<file path="src/rtl/ecc_mod_pkg.sv">
// Shared definitions for the serial ECC modular-arithmetic units.
// Default widths, the P-192 modulus and the common FSM state encoding.
package ecc_mod_pkg;

  localparam int DEF_DATA_WIDTH = 192;
  localparam int DEF_LIMB_WIDTH = 32;

  localparam logic [191:0] P192 =
    192'hFFFFFFFF_FFFFFFFF_FFFFFFFF_FFFFFFFE_FFFFFFFF_FFFFFFFF;

  localparam logic [1:0] ST_IDLE = 2'd0;
  localparam logic [1:0] ST_CALC = 2'd1;
  localparam logic [1:0] ST_DONE = 2'd2;

endpackage

</file>
<file path="src/rtl/add_sub_limb.sv">
// One limb of the add chain and the trailing subtract-modulus chain.
// Purely combinational; the top carries carry/borrow between limbs.
module add_sub_limb #(
  parameter int LW = 32
) (
  input  logic [LW-1:0] a_i,
  input  logic [LW-1:0] b_i,
  input  logic [LW-1:0] m_i,
  input  logic          carry_in,
  input  logic          borrow_in,
  output logic [LW-1:0] sum_i,
  output logic [LW-1:0] diff_i,
  output logic          carry_out,
  output logic          borrow_out
);

  logic [LW:0] s;
  logic [LW:0] d;

  always_comb begin
    s = {1'b0, a_i} + {1'b0, b_i} + {{LW{1'b0}}, carry_in};
    d = {1'b0, s[LW-1:0]} - {1'b0, m_i}
      - {{LW{1'b0}}, borrow_in};
  end

  assign sum_i      = s[LW-1:0];
  assign carry_out  = s[LW];
  assign diff_i     = d[LW-1:0];
  assign borrow_out = d[LW];

endmodule

</file>
<file path="src/rtl/add_mod_serial.sv">
// Limb-serial modular adder: out = (opA + opB) mod opM.
// One limb of sum and sum-M per cycle, final pick on the last limb.
module add_mod_serial
  import ecc_mod_pkg::*;
#(
  parameter int DATA_WIDTH = DEF_DATA_WIDTH,
  parameter int LIMB_WIDTH = DEF_LIMB_WIDTH
) (
  input  logic                  clk,
  input  logic                  rst_n,
  input  logic                  in_valid,
  output logic                  in_ready,
  input  logic [DATA_WIDTH-1:0] opA,
  input  logic [DATA_WIDTH-1:0] opB,
  input  logic [DATA_WIDTH-1:0] opM,
  output logic                  out_valid,
  input  logic                  out_ready,
  output logic [DATA_WIDTH-1:0] out_data
);

  localparam int NUM_LIMBS = DATA_WIDTH / LIMB_WIDTH;
  localparam int IW = (NUM_LIMBS > 1) ? $clog2(NUM_LIMBS) : 1;
  localparam logic [IW-1:0] LAST = IW'(NUM_LIMBS - 1);

  logic [1:0]            state_q, state_d;
  logic [DATA_WIDTH-1:0] a_q, a_d;
  logic [DATA_WIDTH-1:0] b_q, b_d;
  logic [DATA_WIDTH-1:0] m_q, m_d;
  logic [DATA_WIDTH-1:0] sum_q, sum_d;
  logic [DATA_WIDTH-1:0] diff_q, diff_d;
  logic [DATA_WIDTH-1:0] out_q, out_d;
  logic                  carry_q, carry_d;
  logic                  borrow_q, borrow_d;
  logic [IW-1:0]         idx_q, idx_d;

  logic [31:0]           lsb;
  logic [LIMB_WIDTH-1:0] a_l, b_l, m_l;
  logic [LIMB_WIDTH-1:0] sum_l, diff_l;
  logic                  carry_o, borrow_o;

  assign lsb = 32'(idx_q) * 32'(LIMB_WIDTH);
  assign a_l = a_q[lsb +: LIMB_WIDTH];
  assign b_l = b_q[lsb +: LIMB_WIDTH];
  assign m_l = m_q[lsb +: LIMB_WIDTH];

  add_sub_limb #(
    .LW(LIMB_WIDTH)
  ) u_limb (
    .a_i       (a_l),
    .b_i       (b_l),
    .m_i       (m_l),
    .carry_in  (carry_q),
    .borrow_in (borrow_q),
    .sum_i     (sum_l),
    .diff_i    (diff_l),
    .carry_out (carry_o),
    .borrow_out(borrow_o)
  );

  // in_ready is gated by rst_n so it reads 0 while reset is held
  assign in_ready  = rst_n && (state_q == ST_IDLE);
  assign out_valid = (state_q == ST_DONE);
  assign out_data  = out_q;

  always_comb begin
    state_d  = state_q;
    a_d      = a_q;
    b_d      = b_q;
    m_d      = m_q;
    sum_d    = sum_q;
    diff_d   = diff_q;
    out_d    = out_q;
    carry_d  = carry_q;
    borrow_d = borrow_q;
    idx_d    = idx_q;
    case (state_q)
      ST_IDLE: begin
        if (in_valid) begin
          a_d      = opA;
          b_d      = opB;
          m_d      = opM;
          carry_d  = 1'b0;
          borrow_d = 1'b0;
          idx_d    = '0;
          state_d  = ST_CALC;
        end
      end
      ST_CALC: begin
        sum_d[lsb +: LIMB_WIDTH]  = sum_l;
        diff_d[lsb +: LIMB_WIDTH] = diff_l;
        carry_d  = carry_o;
        borrow_d = borrow_o;
        if (idx_q == LAST) begin
          // sum >= M exactly when the add overflowed or sum-M did not borrow
          out_d   = (carry_o || !borrow_o) ? diff_d : sum_d;
          idx_d   = '0;
          state_d = ST_DONE;
        end else begin
          idx_d = idx_q + 1'b1;
        end
      end
      ST_DONE: begin
        if (out_ready) state_d = ST_IDLE;
      end
      default: state_d = ST_IDLE;
    endcase
  end

  always_ff @(posedge clk or negedge rst_n) begin
    if (!rst_n) begin
      state_q  <= ST_IDLE;
      a_q      <= '0;
      b_q      <= '0;
      m_q      <= '0;
      sum_q    <= '0;
      diff_q   <= '0;
      out_q    <= '0;
      carry_q  <= 1'b0;
      borrow_q <= 1'b0;
      idx_q    <= '0;
    end else begin
      state_q  <= state_d;
      a_q      <= a_d;
      b_q      <= b_d;
      m_q      <= m_d;
      sum_q    <= sum_d;
      diff_q   <= diff_d;
      out_q    <= out_d;
      carry_q  <= carry_d;
      borrow_q <= borrow_d;
      idx_q    <= idx_d;
    end
  end

endmodule

</file>
<file path="config.mk">
export PLATFORM = sky130hd
export DESIGN_NAME = add_mod_serial
export DESIGN_NICKNAME = d
export VERILOG_FILES = /design/src/rtl/ecc_mod_pkg.sv /design/src/rtl/add_sub_limb.sv /design/src/rtl/add_mod_serial.sv
export SDC_FILE = /design/constraint.sdc
export NUM_CORES = 2
export LEC_CHECK = 0
export CORE_MARGIN = 2
export CORE_UTILIZATION = 50
export DETAILED_ROUTE_END_ITERATION = 12
export PLACE_DENSITY = 0.77
export SYNTH_ARGS = -nofsm -noshare
export SYNTH_HDL_FRONTEND = slang
export SYNTH_HIERARCHICAL = 1
export SYNTH_SLANG_ARGS = --single-unit
</file>
<file path="constraint.sdc">
create_clock -name clk -period 6.2 [get_ports clk]
set_input_delay 1.24 -clock clk [delete_from_list [all_inputs] [get_ports clk]]
set_output_delay 1.24 -clock clk [all_outputs]
set_load 0.005 [all_outputs]
</file>
# Word level (Yosys, flattened, before mapping)
# Cells that the tools add are included.
dict set report totals {
  register_bits 1159
  input_bits 580
  out_inout_bits 194
  word_cells 50
}
dict set report classes {
  addsub 6
  eq_ne 6
  n_shift 6
  mux 13
  n_reduce_logical 9
}
# op count
set ops {}
lappend ops {{indexed part select 192 x 9 -> 32 bit} 3}
lappend ops {{bitwise mux 192 bit} 2}
lappend ops {{indexed part select 32 x 34 -> 192 bit} 2}
lappend ops {{2-to-1 mux 192 bit} 1}
lappend ops {{variable shift 32 x 34 -> 192 bit (first input constant)} 1}
lappend ops {{negator 8 -> 34 bit} 1}
lappend ops {{adder 32 x 32 -> 33 bit} 1}
lappend ops {{adder 33 x 1 -> 33 bit} 1}
lappend ops {{subtractor 32 x 32 -> 33 bit} 1}
lappend ops {{subtractor 33 x 1 -> 33 bit} 1}
lappend ops {{2-to-1 mux 2 bit} 3}
lappend ops {{2-to-1 mux 3 bit} 2}
lappend ops {{one-hot mux 2 bit (3 select lines)} 1}
lappend ops {{one-hot mux 3 bit (2 select lines)} 1}
lappend ops {{AND reduction 2 bit} 3}
lappend ops {{!= test 2 bit (second input constant)} 2}
lappend ops {{one-hot mux 1 bit (2 select lines)} 2}
lappend ops {{adder 3 x 1 -> 3 bit (second input constant)} 1}
lappend ops {{== test 3 bit (second input constant)} 1}
lappend ops {{AND reduction 3 bit} 1}
lappend ops {{== test 2 x 1 -> 1 bit (second input constant)} 1}
lappend ops {{== test 2 bit (second input constant)} 1}
lappend ops {{logical NOT 2 bit} 1}
lappend ops {{!= test 2 x 1 -> 1 bit (second input constant)} 1}
lappend ops {{other kinds (5)} 5}

# Logic depth before layout (Yosys ltp)
dict set report depth {
  word_depth 8
  ltp_mapped 36
  depth_no_buf 29
}

# Hierarchy
# The synthesis kept the hierarchy.
# mod n_inst cells_each area_each_um2 seq_area_each_um2
set modules_own_cells {}
lappend modules_own_cells {add_mod_serial 1 5875 53513.8 29002.8}
lappend modules_own_cells {add_sub_limb 1 603 4234.1 0.0}

# Worst setup path after synthesis
# No wires, ideal clock.
dict set report synth_path {
  path_type {reg2reg}
  from {register idx_q[0]}
  to {register out_q[52], in the netlist out_data[52]}
  setup_ns 0.065
  arrival_time_ns 6.829
  t_required_ns 6.135
  setup_slack_ns -0.694
  stages_incl_launch_ff 36
  n_path_buf 7
  synth_period_minus_slack_ns 6.894
  path_cell_list {dfrtp_1 buf_4 buf_4 buf_2 mux4_2 nand2_1 o21ai_0 inv_1 fa_1 fa_1 nand2b_1 a21oi_2 o41a_4 a31oi_1 o21ai_0 nand3_1 nand2_1 xnor2_1 ha_1 inv_1 ha_1 clkbuf_1 and3_1 nand2_1 or2_2 o21ai_0 nand3_1 a32oi_1 xnor2_1 nor2b_1 clkbuf_1 buf_2 buf_1 o211ai_1 o221ai_1 o21a_1}
}
dict set report synth_via {
  elab_chain_len 8
  elab_cells_between_ends 18
  classes_between {5 x add/sub; 1 x eq/ne; 6 x shift; 3 x mux; 3 x reduce/logical}
}
# element line
set synth_lines {}
lappend synth_lines {{start, declared} add_mod_serial.sv:34} ;# logic [IW-1:0] idx_q, idx_d;
lappend synth_lines {{start signal, assigned} add_mod_serial.sv:131} ;# idx_q <= idx_d;
lappend synth_lines {{indexed part select 192 x 9 -> 32 bit} add_mod_serial.sv:42} ;# assign a_l = a_q[lsb +: LIMB_WIDTH];
lappend synth_lines {{named net a_l[0]} add_mod_serial.sv:37} ;# logic [LIMB_WIDTH-1:0] a_l, b_l, m_l;
lappend synth_lines {{adder 32 x 32 -> 33 bit} add_sub_limb.sv:21} ;# s = {1'b0, a_i} + {1'b0, b_i} + {{LW{1'b0}}, carry_in};
lappend synth_lines {{adder 33 x 1 -> 33 bit} add_sub_limb.sv:21}
lappend synth_lines {{subtractor 32 x 32 -> 33 bit} add_sub_limb.sv:22} ;# d = {1'b0, s[LW-1:0]} - {1'b0, m_i}
lappend synth_lines {{subtractor 33 x 1 -> 33 bit} add_sub_limb.sv:23} ;# - {{LW{1'b0}}, borrow_in};
lappend synth_lines {{named net borrow_o} add_mod_serial.sv:39} ;# logic carry_o, borrow_o;
lappend synth_lines {{logical NOT 1 bit} add_mod_serial.sv:95} ;# out_d = (carry_o || !borrow_o) ? diff_d : sum_d;
lappend synth_lines {{logical OR 1 bit} add_mod_serial.sv:95}
lappend synth_lines {{2-to-1 mux 192 bit} add_mod_serial.sv:95}
lappend synth_lines {{end signal, assigned} add_mod_serial.sv:128} ;# out_q <= out_d;
lappend synth_lines {{end, declared} add_mod_serial.sv:31} ;# logic [DATA_WIDTH-1:0] out_q, out_d;
# The timed path passes the listed nets, and every way through them passes these cells.
# A chain may end at the register's enable or synchronous reset.

# Final worst setup path
dict set report layout_path {
  from {register idx_q[0]}
  to {register out_q[142], in the netlist out_data[142]}
}
dict set report layout_via {
  elab_chain_len 8
  elab_cells_between_ends 18
  classes_between {5 x add/sub; 1 x eq/ne; 6 x shift; 3 x mux; 3 x reduce/logical}
}
# element line
set layout_lines {}
lappend layout_lines {{indexed part select 192 x 9 -> 32 bit} add_mod_serial.sv:43} ;# assign b_l = b_q[lsb +: LIMB_WIDTH];
lappend layout_lines {{named net b_l[7]} add_mod_serial.sv:37}
lappend layout_lines {{adder 32 x 32 -> 33 bit} add_sub_limb.sv:21}
lappend layout_lines {{adder 33 x 1 -> 33 bit} add_sub_limb.sv:21}
lappend layout_lines {{subtractor 32 x 32 -> 33 bit} add_sub_limb.sv:22}
lappend layout_lines {{subtractor 33 x 1 -> 33 bit} add_sub_limb.sv:23}
lappend layout_lines {{named net borrow_o} add_mod_serial.sv:39}
lappend layout_lines {{logical NOT 1 bit} add_mod_serial.sv:95}
lappend layout_lines {{logical OR 1 bit} add_mod_serial.sv:95}
lappend layout_lines {{2-to-1 mux 192 bit} add_mod_serial.sv:95}
# The timed path passes the listed nets, and every way through them passes these cells.

==> impl_metrics.env <==
export IMPL_synth_enable_flop_cells=0
export IMPL_clock_tree_root_cell="sky130_fd_sc_hd__clkbuf_16"
export IMPL_synth_adder_area_share_pct=2.26
export IMPL_cpPeakStageDelay_ns=0.53
export IMPL_cts_hold_buffers_added=0
export IMPL_avgSynthCellArea_um2=8.91
export IMPL_worstSetupStartpointType="flip-flop"
export IMPL_syn_to_final_growth_pct=32.6
export IMPL_drcViolationCount=0
export IMPL_initial_utilization_pct=50.4
export IMPL_globalRouteOverflowTotal=0
export IMPL_wire_per_inst_um=24.8
export IMPL_fill_cells=8803
export IMPL_via_per_inst=5.88
export IMPL_detail_route_iter0_violations=6102
export IMPL_worst_path_max_fanout=10
export IMPL_dp_hpwl_mm=155
export IMPL_post_route_util_pct=66.9
export IMPL_grt_pass1_wl_mm=325
export IMPL_grt_max_degree=181
export IMPL_place_gp_congestion=0.971
export IMPL_hold_path_class="primary input to async pin"
export IMPL_slew_limit_headroom_pct=12.0
export IMPL_yosys_area_top_type_share_pct=50.2
export IMPL_synthesis_nets=7160
export IMPL_worst_endpoint_data_arrival_time_ns=7.24
export IMPL_place_detailed_instances=8729
export IMPL_tritoncts="built"
export IMPL_preCtsSetupSlack_ns=-0.757
export IMPL_register_clock_pin_slew_on_the_reported_worst_setup_and_hold_paths_ns=0.06
export IMPL_synth_seq_cells=1159
export IMPL_critical_path_top_cell_by_count="sky130_fd_sc_hd__buf_12"
export IMPL_placedInstanceArea_mm2=0.0697
export IMPL_maximum_clock_skew_at_final_layout_ns=0.0601
export IMPL_ys_async_sr_fraction_pct=100
export IMPL_drive_above_1_share_pct=16.5
export IMPL_number_of_global_route_vias_before_repair=51600
export IMPL_synth_compound_area_share_pct=11.8
export IMPL_final_count_of_negative_setup_slack_endpoints=196
export IMPL_r2r_worst_path_cells=31
export IMPL_run_status="complete, but fails checks"
export IMPL_postSynthCellCount=6478
export IMPL_finish_cell_count_without_fillers=9069
export IMPL_crit_cells=31
export IMPL_max_slew_worst_pin_slew_ns=1.32
export IMPL_finalCriticalPeriod_ns=6.59
export IMPL_synth_area_leaders="sky130_fd_sc_hd__dfrtp_1 50%, sky130_fd_sc_hd__nand2_1 17%, sky130_fd_sc_hd__o21ai_0 4.4%"
export IMPL_failed_checks="negative setup slack"
export IMPL_path_delay_family="compound AO/OA/AOI/OAI gates"
export IMPL_worst_endpoint_required_ns=6.85
export IMPL_crit_slowest_cell="sky130_fd_sc_hd__dfrtp_4"
export IMPL_timing_fmax_mhz=152
export IMPL_buffer_ports_inserted=773
export IMPL_synth_warning_count=6
export IMPL_layout_worst_path_cycle_share_pct=106
export IMPL_grtUsageMet2_pct=57.5
export IMPL_final_cell_area_mm2=0.0766
export IMPL_seq_area_frac_synth_pct=50.2
export IMPL_design_die_area_mm2=0.118
export IMPL_die_width_um=344
export IMPL_final_hold_viol_count=0
export IMPL_final_seq_area_mm2=0.0290
export IMPL_h_tree_depth=3
export IMPL_post_synth_most_frequent_cells="2672 x sky130_fd_sc_hd__nand2_1, 1159 x sky130_fd_sc_hd__dfrtp_1, 503 x sky130_fd_sc_hd__o21ai_0"
export IMPL_main_combinational_cell_family_by_area_after_synthesis="simple AND/OR/NAND/NOR gates"
export IMPL_wirelength_mm=225
export IMPL_end_kind="flip-flop"
export IMPL_yosys_area_share_simple_pct=21.0
export IMPL_post_synth_top_area_cell="sky130_fd_sc_hd__dfrtp_1"
export IMPL_setup_worst_path_class="flip-flop to flip-flop"
export IMPL_grtUsageMet1_pct=46.5
export IMPL_multi_input_area_mm2=0.0276
export IMPL_clockBufferDepth=3
export IMPL_r2r_start="idx_q[0]"
export IMPL_muxShareOfSynthArea_pct=8.83
export IMPL_track_usage_pct=37.0
export IMPL_critPathLaunch="idx_q[0]"
export IMPL_core_area_mm2=0.115
export IMPL_layout_nets=8090
export IMPL_cap_violations=0
export IMPL_leading_cell_type_by_number_of_instances_after_synthesis="sky130_fd_sc_hd__nand2_1"
export IMPL_slew_viol_final=0
export IMPL_gr_busiest_metal="met2"
export IMPL_syn_std_cell_area_mm2=0.0577
export IMPL_rsz0062_at_grt="true"
export IMPL_die_height_um=344
export IMPL_crit_buf_inv=9
export IMPL_detailedRoute_firstPassIterationCount=7
export IMPL_count_of_different_cell_masters_after_synthesis=88
export IMPL_detailroute_via_count=53400
export IMPL_gr_usage_met3_pct=7.96
export IMPL_rows=124
export IMPL_cts_sinks=1159
export IMPL_yosys_most_used_dff="sky130_fd_sc_hd__dfrtp_1"
export IMPL_worstSkewPairLatency_ns=0.76
export IMPL_antenna_violations_before_repair=46
export IMPL_final_antenna_net_count=0
export IMPL_ios=774
export IMPL_synth_xor_area_share_pct=1.02
export IMPL_worst_slack_ns=-0.389
export IMPL_cts_inserted_buffers=120
==> worst register-to-register path, delay by kind of cell, from the launching register on <==
kind                       cells  cell delay (ns)
AOI/OAI and AO/OA             10             2.37
xor gates and xnor gates       2             0.41
adders and majority gates      3             0.86
and+or+nand+nor                6             0.85
DFF                            1             0.53
buffers and inverters          9             1.33
muxes                          1             0.16
==> final timing paths <==
path / endpoint / slack [ns]
min in group clk: m_q[78] / 0.47
hold / removal: sum_q[29] / 0.47
setup reg to reg: out_data[142] / -0.39
hold reg to reg: m_q[78] / 0.47
setup / recovery: out_data[142] / -0.39
max in group asynchronous: b_q[65] / 3.47
==> flip-flops by register name, summed over array words and instances, names as in the netlist <==
signal / count
b_q: 192
carry_q: 1
diff_q: 192
m_q: 192
sum_q: 192
borrow_q: 1
a_q: 192
out_data: 192
state_q: 2
idx_q: 3
==> through the flow <==
stage | hold WS [ns] | setup TNS (ns)
6_report | 0.470 | -53.41
5_1_grt | 0.484 | -73.13
4_1_cts | 0.472 | -7.23
3_5_place_dp | 0.457 | -132.93
3_3_place_gp | 0.453 | -104.74
2_1_floorplan | 0.440 | -0.820
==> final cells by class <==
type / instances / area share, %
flip-flops and latches: 1159 / 37.9
clock buffers: 185 / 4.76
repair buffers: 1333 / 17.3
multi-input cells: 4686 / 36.1
inverters: 108 / 0.531
well taps: 1512 / 2.47
clock inverters: 41 / 0.765
diodes: 45 / 0.147
==> layer usage <==
layer	vias up	share of wire, %	routed length, um
li1	23400	-	-
met1	26000	36	81400
met2	3171	46	103000
met3	793	9.9	22200
met4	4	8.3	18700
met5	-	0.013	30
==> what timing repair did <==
action                                  4_1_cts  5_1_grt
pin swaps                                    60       73
endpoints found under the setup margin      263      260
setup buffers                                38       20
resized for setup                           203      164
cloned                                        6       17
==> cell families (layout without fill, tap and decap cells) <==
kind of cell,after synthesis,after routing
buffers and inverters,636,1667
AO/OA/AOI/OAI,1069,1069
flip-flops,1159,1159
other,0,45
AND/OR/NAND/NOR,3084,3087
XOR/XNOR,67,67
adder cells (fa/ha/maj),102,102
multiplexers,361,361
==> cells in the final DEF (no fill, tap or decap), types with 41 or more instances in the layout <==
master and count:
sky130_fd_sc_hd__a221oi_1 41, sky130_fd_sc_hd__inv_1 102, sky130_fd_sc_hd__nor2_1 216, sky130_fd_sc_hd__a32o_1 62
sky130_fd_sc_hd__a21oi_1 73, sky130_fd_sc_hd__mux2_4 51, sky130_fd_sc_hd__ha_1 81, sky130_fd_sc_hd__o21ai_0 440
sky130_fd_sc_hd__buf_12 66, sky130_fd_sc_hd__dfrtp_1 1157, sky130_fd_sc_hd__clkdlybuf4s50_1 772, sky130_fd_sc_hd__a21o_1 42
sky130_fd_sc_hd__mux2i_1 144, sky130_fd_sc_hd__clkbuf_16 132, sky130_fd_sc_hd__buf_4 445, sky130_fd_sc_hd__mux4_2 96
sky130_fd_sc_hd__nand2_1 2661, sky130_fd_sc_hd__a21oi_2 45, sky130_fd_sc_hd__o21ai_1 79, sky130_fd_sc_hd__diode_2 45
Power is not shown: default switching activity piles up to over one toggle a cycle in this logic, so the estimate is an artifact.
